**src/rtl/aes_ocl_ctrl.sv**
```systemverilog
// AXI-Lite register front-end for a fixed-latency AES core: key/plaintext load,
// START/CLR control, status and job counter, ciphertext capture, virtual-LED mux.
module aes_ocl_ctrl #(
    parameter int          ADDR_W     = 32,
    parameter int          KEY_WORDS  = 8,
    parameter int          CORE_LAT   = 30,
    parameter logic [31:0] UNIMPL_VAL = 32'hDEAD_DEEF,
    parameter logic [31:0] ID_VAL     = 32'hAE50_0100
) (
    input  logic                    clk_main_a0,
    input  logic                    rst_main,
    input  logic                    s_awvalid,
    output logic                    s_awready,
    input  logic [ADDR_W-1:0]       s_awaddr,
    input  logic                    s_wvalid,
    output logic                    s_wready,
    input  logic [31:0]             s_wdata,
    input  logic [3:0]              s_wstrb,
    output logic                    s_bvalid,
    input  logic                    s_bready,
    output logic [1:0]              s_bresp,
    input  logic                    s_arvalid,
    output logic                    s_arready,
    input  logic [ADDR_W-1:0]       s_araddr,
    output logic                    s_rvalid,
    input  logic                    s_rready,
    output logic [31:0]             s_rdata,
    output logic [1:0]              s_rresp,
    output logic [127:0]            aes_state,
    output logic [32*KEY_WORDS-1:0] aes_key,
    input  logic [127:0]            aes_out,
    output logic [15:0]             vled
);
    localparam int               CNT_W    = (CORE_LAT > 1) ? $clog2(CORE_LAT) : 1;
    localparam logic [CNT_W-1:0] CNT_LOAD = CNT_W'(CORE_LAT - 1);
    localparam logic [0:0]       ST_IDLE  = 1'b0;
    localparam logic [0:0]       ST_RUN   = 1'b1;
    localparam logic [5:0]       A_ID = 6'h00, A_CTRL = 6'h01, A_STATUS = 6'h02, A_JOBS = 6'h03;
    localparam logic [5:0]       A_KEY = 6'h04, A_PT = 6'h0C, A_CT = 6'h10, A_VSEL = 6'h14;

    function automatic logic [31:0] merge_bytes(input logic [31:0] old_v,
                                                input logic [31:0] wd,
                                                input logic [3:0]  strb);
        logic [31:0] r;
        r = old_v;
        for (int b = 0; b < 4; b++)
            if (strb[b]) r[8*b +: 8] = wd[8*b +: 8];
        return r;
    endfunction

    logic             wr_active_q, wr_active_d;
    logic [5:0]       awidx_q, awidx_d;
    logic             bvalid_q, bvalid_d;
    logic             ar_q, ar_d;
    logic [5:0]       aridx_q, aridx_d;
    logic             rvalid_q, rvalid_d;
    logic [31:0]      rdata_q, rdata_d;
    logic [0:0]       state_q, state_d;
    logic [CNT_W-1:0] cnt_q, cnt_d;
    logic             done_q, done_d;
    logic             err_q, err_d;
    logic [31:0]      jobs_q, jobs_d;
    logic [31:0]      key_q [KEY_WORDS];
    logic [31:0]      key_d [KEY_WORDS];
    logic [31:0]      pt_q [4];
    logic [31:0]      pt_d [4];
    logic [31:0]      ct_q [4];
    logic [31:0]      ct_d [4];
    logic             vsel_q, vsel_d;
    logic [15:0]      vled_q, vled_d;
    logic [31:0]      rd_mux;
    logic             w_fire, ar_fire, busy, ctrl_wr;
    logic             unused_addr;

    assign s_awready = ~wr_active_q;
    // W is only taken after AW, and only once per write until the B handshake.
    assign s_wready  = wr_active_q & ~bvalid_q & s_wvalid;
    assign s_bvalid  = bvalid_q;
    assign s_bresp   = 2'b00;
    assign s_arready = ~ar_q & ~rvalid_q;
    assign s_rvalid  = rvalid_q;
    assign s_rdata   = rdata_q;
    assign s_rresp   = 2'b00;
    assign w_fire    = s_wready;
    assign ar_fire   = s_arvalid & s_arready;
    assign busy      = (state_q == ST_RUN);
    assign ctrl_wr   = w_fire & (awidx_q == A_CTRL) & s_wstrb[0];
    assign aes_state = {pt_q[3], pt_q[2], pt_q[1], pt_q[0]};
    assign vled      = vled_q;
    assign vled_d    = vsel_q ? jobs_q[15:0] : ct_q[0][15:0];
    assign unused_addr = ^{s_awaddr[ADDR_W-1:8], s_awaddr[1:0], s_araddr[ADDR_W-1:8], s_araddr[1:0]};

    for (genvar k = 0; k < KEY_WORDS; k++) begin : g_key
        assign aes_key[32*k +: 32] = key_q[k];
    end

    always_comb begin
        wr_active_d = wr_active_q;
        awidx_d     = awidx_q;
        bvalid_d    = bvalid_q;
        ar_d        = ar_q;
        aridx_d     = aridx_q;
        rvalid_d    = rvalid_q;
        rdata_d     = rdata_q;
        if (s_awvalid && s_awready) begin
            wr_active_d = 1'b1;
            awidx_d     = s_awaddr[7:2];
        end
        if (w_fire) bvalid_d = 1'b1;
        if (bvalid_q && s_bready) begin
            bvalid_d    = 1'b0;
            wr_active_d = 1'b0;
        end
        if (ar_fire) begin
            ar_d    = 1'b1;
            aridx_d = s_araddr[7:2];
        end
        if (ar_q) begin
            ar_d     = 1'b0;
            rvalid_d = 1'b1;
            rdata_d  = rd_mux;
        end
        if (rvalid_q && s_rready) rvalid_d = 1'b0;
    end

    always_comb begin
        rd_mux = UNIMPL_VAL;
        case (aridx_q)
            A_ID:     rd_mux = ID_VAL;
            A_CTRL:   rd_mux = '0;
            A_STATUS: rd_mux = {29'd0, err_q, done_q, busy};
            A_JOBS:   rd_mux = jobs_q;
            A_VSEL:   rd_mux = {31'd0, vsel_q};
            default:  ;
        endcase
        for (int k = 0; k < KEY_WORDS; k++)
            if (aridx_q == A_KEY + 6'(k)) rd_mux = key_q[k];
        for (int k = 0; k < 4; k++) begin
            if (aridx_q == A_PT + 6'(k)) rd_mux = pt_q[k];
            if (aridx_q == A_CT + 6'(k)) rd_mux = ct_q[k];
        end
    end

    // CLR is applied before anything else in the beat so a same-beat START or
    // a rejected write can still leave err set afterwards.
    always_comb begin
        state_d = state_q;
        cnt_d   = cnt_q;
        done_d  = done_q;
        err_d   = err_q;
        jobs_d  = jobs_q;
        key_d   = key_q;
        pt_d    = pt_q;
        ct_d    = ct_q;
        vsel_d  = vsel_q;
        if (ctrl_wr && s_wdata[1]) begin
            done_d = 1'b0;
            err_d  = 1'b0;
        end
        if (w_fire) begin
            for (int k = 0; k < KEY_WORDS; k++)
                if (awidx_q == A_KEY + 6'(k)) begin
                    if (busy) err_d = 1'b1;
                    else      key_d[k] = merge_bytes(key_q[k], s_wdata, s_wstrb);
                end
            for (int k = 0; k < 4; k++)
                if (awidx_q == A_PT + 6'(k)) begin
                    if (busy) err_d = 1'b1;
                    else      pt_d[k] = merge_bytes(pt_q[k], s_wdata, s_wstrb);
                end
            if (awidx_q == A_VSEL && s_wstrb[0]) vsel_d = s_wdata[0];
        end
        if (ctrl_wr && s_wdata[0]) begin
            if (busy) begin
                err_d = 1'b1;
            end else begin
                state_d = ST_RUN;
                cnt_d   = CNT_LOAD;
                done_d  = 1'b0;
            end
        end
        if (busy) begin
            if (cnt_q == '0) begin
                state_d = ST_IDLE;
                done_d  = 1'b1;
                jobs_d  = jobs_q + 32'd1;
                for (int k = 0; k < 4; k++) ct_d[k] = aes_out[32*k +: 32];
            end else begin
                cnt_d = cnt_q - 1'b1;
            end
        end
    end

    always_ff @(posedge clk_main_a0) begin
        if (rst_main) begin
            wr_active_q <= 1'b0;
            awidx_q     <= '0;
            bvalid_q    <= 1'b0;
            ar_q        <= 1'b0;
            aridx_q     <= '0;
            rvalid_q    <= 1'b0;
            rdata_q     <= '0;
            state_q     <= ST_IDLE;
            cnt_q       <= '0;
            done_q      <= 1'b0;
            err_q       <= 1'b0;
            jobs_q      <= '0;
            vsel_q      <= 1'b0;
            vled_q      <= '0;
            for (int k = 0; k < KEY_WORDS; k++) key_q[k] <= '0;
            for (int k = 0; k < 4; k++) begin
                pt_q[k] <= '0;
                ct_q[k] <= '0;
            end
        end else begin
            wr_active_q <= wr_active_d;
            awidx_q     <= awidx_d;
            bvalid_q    <= bvalid_d;
            ar_q        <= ar_d;
            aridx_q     <= aridx_d;
            rvalid_q    <= rvalid_d;
            rdata_q     <= rdata_d;
            state_q     <= state_d;
            cnt_q       <= cnt_d;
            done_q      <= done_d;
            err_q       <= err_d;
            jobs_q      <= jobs_d;
            vsel_q      <= vsel_d;
            vled_q      <= vled_d;
            key_q       <= key_d;
            pt_q        <= pt_d;
            ct_q        <= ct_d;
        end
    end
endmodule
```
**config.mk**
```make
export PLATFORM = sky130hd
export DESIGN_NAME = aes_ocl_ctrl
export DESIGN_NICKNAME = d
export VERILOG_FILES = /design/src/rtl/aes_ocl_ctrl.sv
export SDC_FILE = /design/constraint.sdc
export NUM_CORES = 2
export LEC_CHECK = 0
export CORE_AREA = 2 2 263 265
export DETAILED_ROUTE_END_ITERATION = 6
export DIE_AREA = 0 0 265 267
export PLACE_DENSITY = 0.66
export SYNTH_ARGS = -nofsm -noshare
export SYNTH_HDL_FRONTEND = slang
export SYNTH_SLANG_ARGS = --single-unit
export TNS_END_PERCENT = 20
```
**constraint.sdc**
```tcl
create_clock -name clk_main_a0 -period 4.7 [get_ports clk_main_a0]
set_input_delay 0.47 -clock clk_main_a0 [delete_from_list [all_inputs] [get_ports clk_main_a0]]
set_output_delay 0.47 -clock clk_main_a0 [all_outputs]
set_load 0.02 [all_outputs]
```
* Word-level counts from Yosys, hierarchy flattened *
Index checks and enable logic that the tools add are counted.

word-level totals
  flip-flop bits (word level) = 617
  memory bits (writable) = 0
  output and inout port bits = 441
  memories = 0
  logic and storage cells = 237
  bits in read-only memories = 0
  bits in latches = 0
  input port bits = 235

cells by class
  div/mod/pow operators = 0
  reductions and logical operators = 61
  add/subtract/negate cells = 2
  order comparisons = 0
  shift operators = 0
  muxes and demuxes = 63
  bitwise logic cells = 11
  equality and inequality tests = 34
  $mul = 0

operators by type and width
  kind                     number
  $mux W32                 16
  $reduce_and A4 Y1        48
  $pmux W32 S5             1
  $eq A6 B4 Y1 const B     16
  $eq A6 B3 Y1 const B     8
  $mux W1                  41
  $eq A6 B5 Y1 const B     6
  $add A32 B1 Y32 const B  1
  $mux W5                  4
  $mux W16                 1
  $eq A6 B1 Y1 const B     2
  $eq A6 B2 Y1 const B     2
  $and A1 B1 Y1            6
  $logic_and A1 B1 Y1      6
  $logic_not A6 Y1         1
  $reduce_or A2 Y1         3
  $logic_not A5 Y1         1
  $not A1 Y1               5
  $sub A5 B1 Y5 const B    1
  $reduce_and A2 Y1        2

* Longest topological paths before layout *
  word-level depth = 38
  depth in mapped cells = 10
  gate-level depth less buffers = 8

* Worst setup path after synthesis *
No wires, ideal clock.

  path kind = register to register
  start point = register aridx_q[1]
  end point = register rdata_q[25], in the netlist s_rdata[25]
  arrival = 2058 ps
  buffers on the path = 3
  slack = 2525 ps
  stages on the path, launching flop included = 10
  path through = dfxtp_1 > or4b_1 > clkbuf_1 > or2_1 > clkbuf_1 > buf_2 > o221ai_1 > o21ai_0 > and3_1 > o211a_1

between the ends
  word-level cells in the longest chain between the ends = 18
  elaborated cells between the ends (all ways) = 38
  those cells by class = eq/ne (20); mux (17); reduce/logical (1)

RTL lines
  item                                  RTL line  text
  from (decl)                           55        logic [5:0] aridx_q, aridx_d;
  from (signal assigned)                220       aridx_q <= aridx_d;
  $eq A6 B5 Y1 (tied with other cells)  128       case (aridx_q)
  $pmux W32 S5                          128
  $mux W32 (8 in series)                137       if (aridx_q == A_KEY + 6'(k)) rd_mux = key_q[k];
  $mux W32                              139       if (aridx_q == A_PT + 6'(k)) rd_mux = pt_q[k];
  $mux W32                              140       if (aridx_q == A_CT + 6'(k)) rd_mux = ct_q[k];
  $mux W32                              139
  $mux W32                              140
  $mux W32                              139
  $mux W32                              140
  $mux W32                              139
  $mux W32 (*)                          140
  to (signal assigned)                  222       rdata_q <= rdata_d;
  to (decl)                             57        logic [31:0] rdata_q, rdata_d;

Every way passes the cells marked *; elsewhere a longest branch is shown, timed or not.
A chain may end at the register's enable or synchronous reset.

* Worst setup path in the final report *
  start point = register aridx_q[5]
  end point = register rdata_q[28], in the netlist s_rdata[28]

The elaborated chain is that of the path after synthesis.

==> reports/results.txt <==
Syn Area/Cell - 7.558 um^2
WL final - 143,500 um
CTS Buffer Depth - 3
Largest net degree at the start of global routing - 181
Worst hold path class - input pin to register
Total gr overflow - 0
Initial core utilization - 0.3893
Number of synthesized flops with an enable pin - 0
Crit-path slowest cell - o31ai_1
Buf+Inv Stages, Crit Path - 1
Hold Crit Depth - 2
Postcts setup bufs - 0
Status - completed
Share of layout cells above drive strength 1 - 0.06593
Fmax - 256.1 MHz
Clk root buf - clkbuf_16
First-pass GRT wire length - 199,900 um
Ys flop type - dfxtp_1
Worst Skew - 0.03002 ns
Synthesized cell area - 26,470 um^2
Ports - 676
PwrDens - 336.5 nW/um^2
Synth-to-Final Area Change - 35.37%
WP data required - 5.25 ns
Register area share after synthesis - 0.4667
CTS sink cnt - 617
Total GRT Usage - 0.3881
Htree depth - 3
Startpoint types - register
Worst path arrival time - 4.45 ns
Clock slew at reported path FFs - 0.06 ns
CP Cell Sequence - or4b_4 -> nor2_2 -> buf_4 -> a21oi_1 -> o31ai_1 -> a221oi_1 -> o22ai_1
Yosys reg bits - 617
Yosys top cell by area - dfxtp_1
Die height - 267 um
Number of global-route vias before repair - 27,620
Synth top area cells - dfxtp_1, a21oi_1, nand2_1
Post-synth cell types - 75
CTS tree - done
Crit-path max cell delay - 0.94 ns
Period utilisation layout - 0.8309
HPWL Detailed - 105,700 um
Crit Path Class - register to register
Layout Utilization - 0.5271
Slew @ Worst Pin - 1.266 ns
Layout Nets - 4,233
Buffers on Ports - 619
Min Tclk post-route - 3.905 ns
Async SR Flop Fraction - 0
Critical path depth - 7
Reg2Reg Depth - 7
Top post-synthesis cells by count - nand2_1, dfxtp_1, a21oi_1
Final setup viols - 0
RSZ-0062 raised after global routing - no
Row cnt - 96
DR WL/cell - 29.07 um
Ys Warns - 0
GPL Wtd Cong - 0.9619
Initial antenna violation count - 4
Pins Over Slew Limit - 0
Core area - 67,990 um^2
Antenna viol nets, final - 0
Peak VDD IR - 301.7 uV
Slew headroom - 0.1530
Number of vias per cell - 6.142
Mapped Cells - 3,502
Die width - 265 um
Worst setup EP type - register
Post-synth top area share - 0.4667
Hold Buf Count CTS - 0
Num CTS Buffers - 70
Initial DRC count - 4,462
Vias - 30,320
Filler cell count - 6,606
First-pass detailed-route iteration total - 6
# resized after CTS - 0
Post-route DRC violation count - 0
Final hold vios - 0
Die ar. - 70,760 um^2
Count leader, synth - nand2_1
Post-route setup TNS - 0 ns
Clock Latency Late Sink - 0.64 ns
Largest delay contributor family on the critical path - compound AO/OA/AOI/OAI gates
Static leakage - 11.80 nW
Max_cap viols - 0
Largest fanout on the critical path - 23
flip-flops by register name, indices dropped and copies added (netlist names):
name	cells
s_bvalid	1
jobs_q	32
busy	1
s_rdata	32
ar_q	1
vsel_q	1
aes_state	128
cnt_q	5
vled	16
s_rvalid	1
done_q	1
ct_q	128
awidx_q	6
aridx_q	6
wr_active_q	1
aes_key	256
err_q	1
cell usage in the layout, fill, tap and decap left out, types with 13 or more instances in the layout:
| cell | synthesis | final |
|---|---|---|
| nand4_1 | 14 | 14 |
| and3_1 | 13 | 13 |
| clkbuf_8 | 0 | 13 |
| clkinv_2 | 0 | 15 |
| o211ai_1 | 13 | 13 |
| o31ai_1 | 13 | 13 |
| o22ai_1 | 112 | 112 |
| dfxtp_1 | 617 | 616 |
| o21ai_0 | 63 | 62 |
| nand3_1 | 422 | 422 |
| o221ai_1 | 19 | 19 |
| a211oi_1 | 21 | 21 |
| nor2_1 | 178 | 166 |
| nor4_1 | 21 | 21 |
| mux2i_1 | 25 | 25 |
| a22oi_1 | 22 | 22 |
| nand2_1 | 790 | 788 |
| xor2_1 | 20 | 20 |
| clkbuf_16 | 0 | 74 |
| clkdlybuf4s50_1 | 0 | 618 |
| nor3_1 | 34 | 31 |
| buf_4 | 4 | 104 |
| a21oi_1 | 605 | 605 |
| nor2_2 | 4 | 14 |
| a221oi_1 | 21 | 21 |
| inv_1 | 15 | 15 |
through the flow:
step | cells | cell area (um^2) | total power, mW | worst slack (ns) | hold slack, ns
6_report | 4936 | 35830 | 12.06 | 0.7949 | 0.3800
5_1_grt | 4932 | 35820 | 12.30 | 0.7215 | 0.3898
4_1_cts | 4932 | 35820 | 12.03 | 1.179 | 0.3667
3_5_place_dp | 4806 | 33500 | 6.511 | 1.205 | 0.4452
3_3_place_gp | 4806 | 33500 | 6.510 | 1.217 | 0.4416
2_1_floorplan | 3505 | 26480 | 5.916 | 2.525 | 0.4317
worst paths after layout:
| check | startpoint | slack (ns) | endpoint |
|---|---|---|---|
| max reg2reg | aridx_q[5]$_SDFFE_PP0P_ | 0.79 | s_rdata[28]$_SDFFE_PP0P_ |
| max | aridx_q[5]$_SDFFE_PP0P_ | 0.79 | s_rdata[28]$_SDFFE_PP0P_ |
| min | rst_main | 0.38 | ct_q[23]$_SDFFE_PP0P_ |
| min reg2reg | ct_q[43]$_SDFFE_PP0P_ | 0.45 | ct_q[43]$_SDFFE_PP0P_ |
report_power, final:
group,switching (mW),total [mW],leakage [nW],internal [mW]
clock,2.37,5.62,1.14,3.26
combinational,0.734,1.12,5.68,0.384
sequential,0.0521,5.32,4.97,5.27
total,3.15,12.1,11.8,8.91
cell families after synthesis:
kind of cell	after synthesis	synth area share
flip-flops	617	0.4667
XOR/XNOR	28	0.009265
multiplexers	26	0.009879
AND/OR/NAND/NOR	1550	0.2583
other	1	0.0001417
adder cells (fa/ha/maj)	2	0.0009453
buffers and inverters	322	0.04755
AO/OA/AOI/OAI	956	0.2073
per-layer routing:
| metal | share of wire | global-route usage | up-vias | wire, um |
|---|---|---|---|---|
| met5 | 0.00042 | 0 | - | 60 |
| met4 | 0.064 | 0.2103 | 8 | 9187 |
| met3 | 0.12 | 0.1183 | 435 | 17110 |
| met2 | 0.45 | 0.6091 | 1972 | 64090 |
| met1 | 0.37 | 0.4766 | 14590 | 53060 |
| li1 | - | - | 13310 | - |
area by class of cell:
type	instances	area, um^2	area share
Sequential cell	617	12350	0.3448
Multi-Input combinational cell	2566	12940	0.3612
Timing Repair Buffer	726	7042	0.1965
Tap cell	882	1104	0.03080
Clock inverter	28	252.7	0.007054
Inverter	15	56.30	0.001571
Antenna cell	4	10.01	0.0002793
Clock buffer	98	2072	0.05783
No activity file was read; power rests on OpenSTA's default activity.
